$ cat src/rtl/waveform_analyzer.sv
// Sample-stream period and amplitude analyzer: detects rising mid-level crossings
// with hysteresis and reports period, min, max and peak-to-peak per full cycle.
module waveform_analyzer #(
    parameter int MID   = 128,
    parameter int HYST  = 4,
    parameter int CNT_W = 16
) (
    input  logic             clk,
    input  logic             rst,
    input  logic             in_valid,
    input  logic [7:0]       sample,
    output logic [CNT_W-1:0] period,
    output logic [7:0]       min_val,
    output logic [7:0]       max_val,
    output logic [7:0]       amplitude,
    output logic             meas_valid,
    output logic             timeout,
    output logic             busy
);

    localparam logic [7:0]       LO      = 8'(MID - HYST);
    localparam logic [7:0]       HI      = 8'(MID + HYST);
    localparam logic [CNT_W-1:0] CNT_MAX = {CNT_W{1'b1}};
    localparam logic [CNT_W-1:0] CNT_ONE = {{(CNT_W-1){1'b0}}, 1'b1};

    typedef enum logic [1:0] {
        S_WAIT_LOW,
        S_WAIT_RISE,
        S_HIGH,
        S_LOW
    } state_t;

    state_t           state_q, state_d;
    logic [CNT_W-1:0] cnt_q, cnt_d;
    logic [7:0]       run_min_q, run_min_d;
    logic [7:0]       run_max_q, run_max_d;
    logic [CNT_W-1:0] period_q, period_d;
    logic [7:0]       min_val_q, min_val_d;
    logic [7:0]       max_val_q, max_val_d;
    logic [7:0]       amplitude_q, amplitude_d;
    logic             meas_valid_q, meas_valid_d;
    logic             timeout_q, timeout_d;
    logic             busy_q, busy_d;

    logic is_low, is_high, cnt_sat;
    logic [7:0] upd_min, upd_max;

    assign is_low  = (sample <= LO);
    assign is_high = (sample >= HI);
    assign cnt_sat = (cnt_q == CNT_MAX);
    assign upd_min = (sample < run_min_q) ? sample : run_min_q;
    assign upd_max = (sample > run_max_q) ? sample : run_max_q;

    // NOTE: every _d gets a default before the case so no path leaves one unassigned (no latches).
    always_comb begin
        state_d      = state_q;
        cnt_d        = cnt_q;
        run_min_d    = run_min_q;
        run_max_d    = run_max_q;
        period_d     = period_q;
        min_val_d    = min_val_q;
        max_val_d    = max_val_q;
        amplitude_d  = amplitude_q;
        meas_valid_d = 1'b0;
        timeout_d    = 1'b0;

        if (in_valid) begin
            case (state_q)
                S_WAIT_LOW: begin
                    if (is_low) state_d = S_WAIT_RISE;
                end
                S_WAIT_RISE: begin
                    if (is_high) begin
                        cnt_d     = CNT_ONE;
                        run_min_d = sample;
                        run_max_d = sample;
                        state_d   = S_HIGH;
                    end
                end
                S_HIGH: begin
                    if (cnt_sat) begin
                        timeout_d = 1'b1;
                        cnt_d     = '0;
                        state_d   = S_WAIT_LOW;
                    end else begin
                        cnt_d     = cnt_q + CNT_ONE;
                        run_min_d = upd_min;
                        run_max_d = upd_max;
                        if (is_low) state_d = S_LOW;
                    end
                end
                S_LOW: begin
                    if (is_high) begin
                        // The crossing sample closes this window and opens the next one.
                        period_d     = cnt_q;
                        min_val_d    = run_min_q;
                        max_val_d    = run_max_q;
                        amplitude_d  = run_max_q - run_min_q;
                        meas_valid_d = 1'b1;
                        cnt_d        = CNT_ONE;
                        run_min_d    = sample;
                        run_max_d    = sample;
                        state_d      = S_HIGH;
                    end else if (cnt_sat) begin
                        timeout_d = 1'b1;
                        cnt_d     = '0;
                        state_d   = S_WAIT_LOW;
                    end else begin
                        cnt_d     = cnt_q + CNT_ONE;
                        run_min_d = upd_min;
                        run_max_d = upd_max;
                    end
                end
                default: state_d = S_WAIT_LOW;
            endcase
        end

        busy_d = (state_d == S_HIGH) || (state_d == S_LOW);
    end

    // NOTE: sequential state uses non-blocking assignments so all flops update together.
    always_ff @(posedge clk) begin
        if (rst) begin
            state_q      <= S_WAIT_LOW;
            cnt_q        <= '0;
            run_min_q    <= 8'hFF;
            run_max_q    <= 8'h00;
            period_q     <= '0;
            min_val_q    <= 8'h00;
            max_val_q    <= 8'h00;
            amplitude_q  <= 8'h00;
            meas_valid_q <= 1'b0;
            timeout_q    <= 1'b0;
            busy_q       <= 1'b0;
        end else begin
            state_q      <= state_d;
            cnt_q        <= cnt_d;
            run_min_q    <= run_min_d;
            run_max_q    <= run_max_d;
            period_q     <= period_d;
            min_val_q    <= min_val_d;
            max_val_q    <= max_val_d;
            amplitude_q  <= amplitude_d;
            meas_valid_q <= meas_valid_d;
            timeout_q    <= timeout_d;
            busy_q       <= busy_d;
        end
    end

    assign period     = period_q;
    assign min_val    = min_val_q;
    assign max_val    = max_val_q;
    assign amplitude  = amplitude_q;
    assign meas_valid = meas_valid_q;
    assign timeout    = timeout_q;
    assign busy       = busy_q;

endmodule

$ cat config.mk
export PLATFORM = sky130hd
export DESIGN_NAME = waveform_analyzer
export DESIGN_NICKNAME = d
export VERILOG_FILES = /design/src/rtl/waveform_analyzer.sv
export SDC_FILE = /design/constraint.sdc
export NUM_CORES = 1
export LEC_CHECK = 0
export ABC_AREA = 1
export CORE_MARGIN = 5
export CORE_UTILIZATION = 50
export CTS_CLUSTER_DIAMETER = 200
export DETAILED_ROUTE_END_ITERATION = 10
export PLACE_DENSITY = 0.76
export SLEW_MARGIN = 20
export SYNTH_ARGS = -nofsm -noshare
export SYNTH_HDL_FRONTEND = slang
export SYNTH_SLANG_ARGS = --single-unit
$ cat constraint.sdc
create_clock -name clk -period 1.77 [get_ports clk]
set_clock_uncertainty 0.15 [all_clocks]
set_input_delay 0.2655 -clock clk [delete_from_list [all_inputs] [get_ports clk]]
set_output_delay 0.2655 -clock clk [all_outputs]
set_load 0.01 [all_outputs]
[Word-level counts from Yosys, hierarchy flattened]
Cells that the tools add are included.
Word-level totals
  flip-flop bits (word level): 77
  bits of input ports: 11
  output and inout port bits: 43
  logic and storage cells: 58
Cells by class
  $add $sub $neg: 2
  magnitude comparators: 4
  eq/ne operators: 7
  mux-type cells: 25
  bitwise gates (word level): 2
  reduce and logical (&&, ||, !) cells: 7
Operators by type and width (count)
  2-to-1 mux 8 bit: 7
  2-to-1 mux 16 bit: 3
  one-hot mux 16 bit (3 select lines): 1
  one-hot mux 8 bit (3 select lines): 2
  adder 16 x 1 -> 16 bit, second input constant: 1
  equality test 16 bit, second input constant: 1
  2-to-1 mux 2 bit: 7
  equality test 2 bit, second input constant: 4
  >= comparator 8 bit, second input constant: 1
  greater-than comparator 8 bit: 1
  <= comparator 8 x 7 -> 1 bit, second input constant: 1
  < comparator 8 bit: 1
  one-hot mux 2 bit (4 select lines): 1
  subtractor 8 bit: 1
  AND reduction 3 bit: 2
  2-to-1 mux 1 bit: 3
  nonzero test 3 bit: 1
  OR reduction 3 bit: 1
  equality test 2 x 1 -> 1 bit, second input constant: 1
  logical NOT 2 bit: 1
  inequality test 2 bit, second input constant: 1
  inverter 1 bit: 2
  one-hot mux 1 bit (2 select lines): 1
  OR reduction 2 bit: 1
  logical OR 1 bit: 1

[Longest topological paths before layout]
  depth in word-level cells: 7
  depth in mapped cells: 14
  gate-level depth less buffers: 14

[Worst setup path before layout]
OpenSTA, ideal clock, no wires.
  path kind: reg-to-reg
  start point: reg run_max_q[0]
  end point: reg amplitude_q[6] (netlist: amplitude[6])
  library setup time: 79 ps
  arrival: 1706 ps
  data required time: 1541 ps
  setup slack: -165 ps
  cell stages (with the launch flop): 10
  path buffers: 0
  period minus slack after synthesis: 1935 ps
  path through: dfxtp_1 -> inv_1 -> ha_1 -> fa_1 -> o21ai_0 -> nand2_1 -> a21oi_1 -> nor2_1 -> xor2_1 -> a22oi_1
Between the ends
  longest elaborated chain between the ends: 1
RTL lines
  start, declared: line 36  | logic [7:0] run_max_q, run_max_d;
  start signal, assigned: line 139  | run_max_q <= run_max_d;
  subtractor 8 bit: line 98  | amplitude_d = run_max_q - run_min_q;
  end signal, assigned: line 143  | amplitude_q <= amplitude_d;
  end, declared: line 40  | logic [7:0] amplitude_q, amplitude_d;
Every way passes these cells.
A chain may end at the register's enable or synchronous reset.

[Final worst setup path]
Ends and elaborated chain as after synthesis.

==> results by group <==
Global routing
  • Total GRT Usage: 0.2785
  • First-pass GRT wire length: 22,540 um
  • Number of global-route vias before repair: 4,681
  • Largest net degree at the start of global routing: 36
  • Total congestion overflow: 0
  • Initial antenna violation count: 0

Routing
  • Via Count: 4,710
  • M1 WL: 6143 um
  • Number of vias per cell: 5.641
  • Top Metal Used: met4
  • WL per Instance: 17.43 um
  • Drt first-iter violations: 436
  • Drt total wl: 14,550 um
  • Routed wl met2: 6837 um
  • DR WL met3: 1150 um
  • DR DRC count: 0
  • First-pass DRT Iterations: 5
  • ANT nets after route: 0

Yosys
  • Synth Net Count: 605
  • Syn_area_per_cell: 7.285 um2
  • Register area share after synthesis: 0.3712
  • Post-Synthesis Cells: 570
  • Yosys Warn Count: 0
  • Number of synthesized register bits: 77
  • Unique masters post-synth: 40
  • Mapped Area: 4153 um2

Setup path
  • Critical path required time: 1.91 ns
  • Worst Path Arrival: 2.07 ns
  • Critical Path End Type: register
  • Crit Path Class: reg -> reg
  • Worst Path Max Fanout: 2
  • Startpoint types: register

Final layout
  • Area of the multi-input gates: 2648 um2
  • Most common library cell in the layout ignoring fill and taps: nand2_1
  • Post-route cell area: 6286 um2
  • Storage cell area: 1565 um2
  • N_diodes: 0
  • Final core utilization: 0.7728
  • Area Overhead vs Synth: 51.37%
  • Leading cell types in the layout, fill and taps excluded: 103 x nand2_1, 95 x buf_4, 60 x dfxtp_1, 59 x a21oi_1, 49 x o21ai_0
  • Non-filler cells, final: 835
  • Layout cells sized above 1: 0.3562
  • Fillcell total: 555
  • Layout Nets: 760

Floorplan
  • DIE AREA: 10,230 um2
  • Die Y: 101.1 um
  • Row count: 33
  • # IOs: 54
  • Horiz. Die Dim: 101.1 um
  • Core Box Area: 8134 um2
  • Effective utilization at floorplan: 0.5105

STA
  • Fin Hold WS: 0.2127 ns
  • Worst slew margin: 0.7056
  • Final Max Slew Viols: 0
  • Max Clk Rate: 519.5 MHz
  • Final min period: 1.925 ns
  • Final Hold Viols: 0
  • Final setup TNS: -1.731 ns
  • Tcrit/Tclk final: 1.088
  • Slack of the critical path: -0.1551 ns
  • Slew at the pin closest to its max-slew limit: 0.4401 ns
  • Setup violations, final: 28
  • RSZ-0062 raised after global routing: true

Clocking
  • H-tree depth: 3
  • Reg clk slew, reported paths: 0.09 ns
  • Max clock buf depth: 2
  • Clk Latency, worst-skew pair: 0.36 ns
  • CTS tree: done
  • Sink Count: 77
  • CTS Buf Count: 9
  • Clk root buf: clkbuf_8

Placed design
  • Gpl congestion: 0.9999
  • Pre-CTS setup slack: -0.6097 ns
  • DP HPWL: 9341 um
  • Post-DP Area: 5528 um2
  • Placed cell count: 805
  • Port-buffer cells: 53

Worst hold path
  • Worst min-delay path class: in -> reg

Run status
  • Failing checks: setup timing
  • Status: finished, violations left

Pwr
  • Total power: 3.698 mW
  • Peak VDD IR: 0.4570 mV
  • Leakage: 2.742 nW
  • Power Density: 588.3 nW/um2

Run
  • Max Cap Viol: 0
-- layout make-up --
cell class	instances	share of cell area
well taps	105	0.02090
flip-flops and latches	77	0.2490
clock buffers	9	0.01971
repair buffers	168	0.2379
multi-input cells	407	0.4212
clock inverters	7	0.01274
inverters	62	0.03861
-- routing by layer --
| layer | vias to the layer above | track usage |
|---|---|---|
| met1 | 2175 | 0.3585 |
| met2 | 254 | 0.4613 |
| met3 | 45 | 0.04408 |
| met4 | 0 | 0.1227 |
| li1 | 2236 | - |
| met5 | - | 0 |
-- path summary, 6_finish.rpt --
path,cells after the start,startpoint,slack [ns],end
worst max-delay path,9,run_max_q[0],-0.16,amplitude[6]
worst min register to register,2,cnt_q[12],0.36,cnt_q[12]
worst max register to register,9,run_max_q[0],-0.16,amplitude[6]
worst min-delay path,3,in_valid,0.21,state_q[0]
-- sequential cells by signal (all words and copies together) (netlist names) --
register	flops
amplitude	8
busy	1
cnt_q	16
max_val	8
meas_valid	1
min_val	8
period	16
run_max_q	8
run_min_q	8
state_q	2
timeout	1
-- critical path: stages, from the launching register on --
cell and delay, ns:
dfxtp_2 0.34, inv_2 0.05, ha_4 0.16, fa_2 0.36, o21ai_2 0.18, nand2_1 0.09, a21oi_2 0.15, nor2_2 0.06
xor2_1 0.15, a22oi_1 0.17
-- cells by family after synthesis --
group                      count (synthesis)  synth area share
buffers and inverters                     87           0.08677
xor gates and xnor gates                   6           0.01265
AOI/OAI and AO/OA                        142            0.1805
adders and majority gates                 24           0.07412
and+or+nand+nor                          234            0.2748
DFF                                       77            0.3712
-- power breakdown --
part / internal, mW / switching [mW]
clock: 0.674 / 0.754
combinational: 0.224 / 0.288
sequential: 1.75 / 0.0118
total: 2.64 / 1.05
-- timing repair --
| action | in CTS | in global routing |
|---|---|---|
| buffers inserted | 10 | 4 |
| pin swaps | 47 | 24 |
| hold buffers | 0 | 0 |
| gates cloned | 2 | 0 |
| endpoints found under the setup margin | 70 | 76 |
| resized for setup | 101 | 31 |
-- synth_stat cells, drive strengths merged --
master   instances  area [um2]
nor3            14       95.09
buf             13       80.08
o2111ai          1       8.760
nand2          122       483.0
nand4           20       137.6
o21ai           57       285.3
nor4b            1       8.760
clkbuf          12       45.04
o221a            1       11.26
xnor2            1       8.760
a22oi            1       7.510
xor2             5       43.79
a211oi           1       7.510
o22ai            6       37.54
nor3b            1       7.510
o21a             1       7.510
o311ai           1       8.760
o211ai           1       7.510
ha              23       287.8
dfxtp           77        1541
fa               1       20.02
a31oi            6       37.54
nor2            50       267.8
nand3           25       135.1
inv             62       235.2
a21oi           66       330.3
or2              1       6.260
No activity file was read; power rests on OpenSTA's default activity.
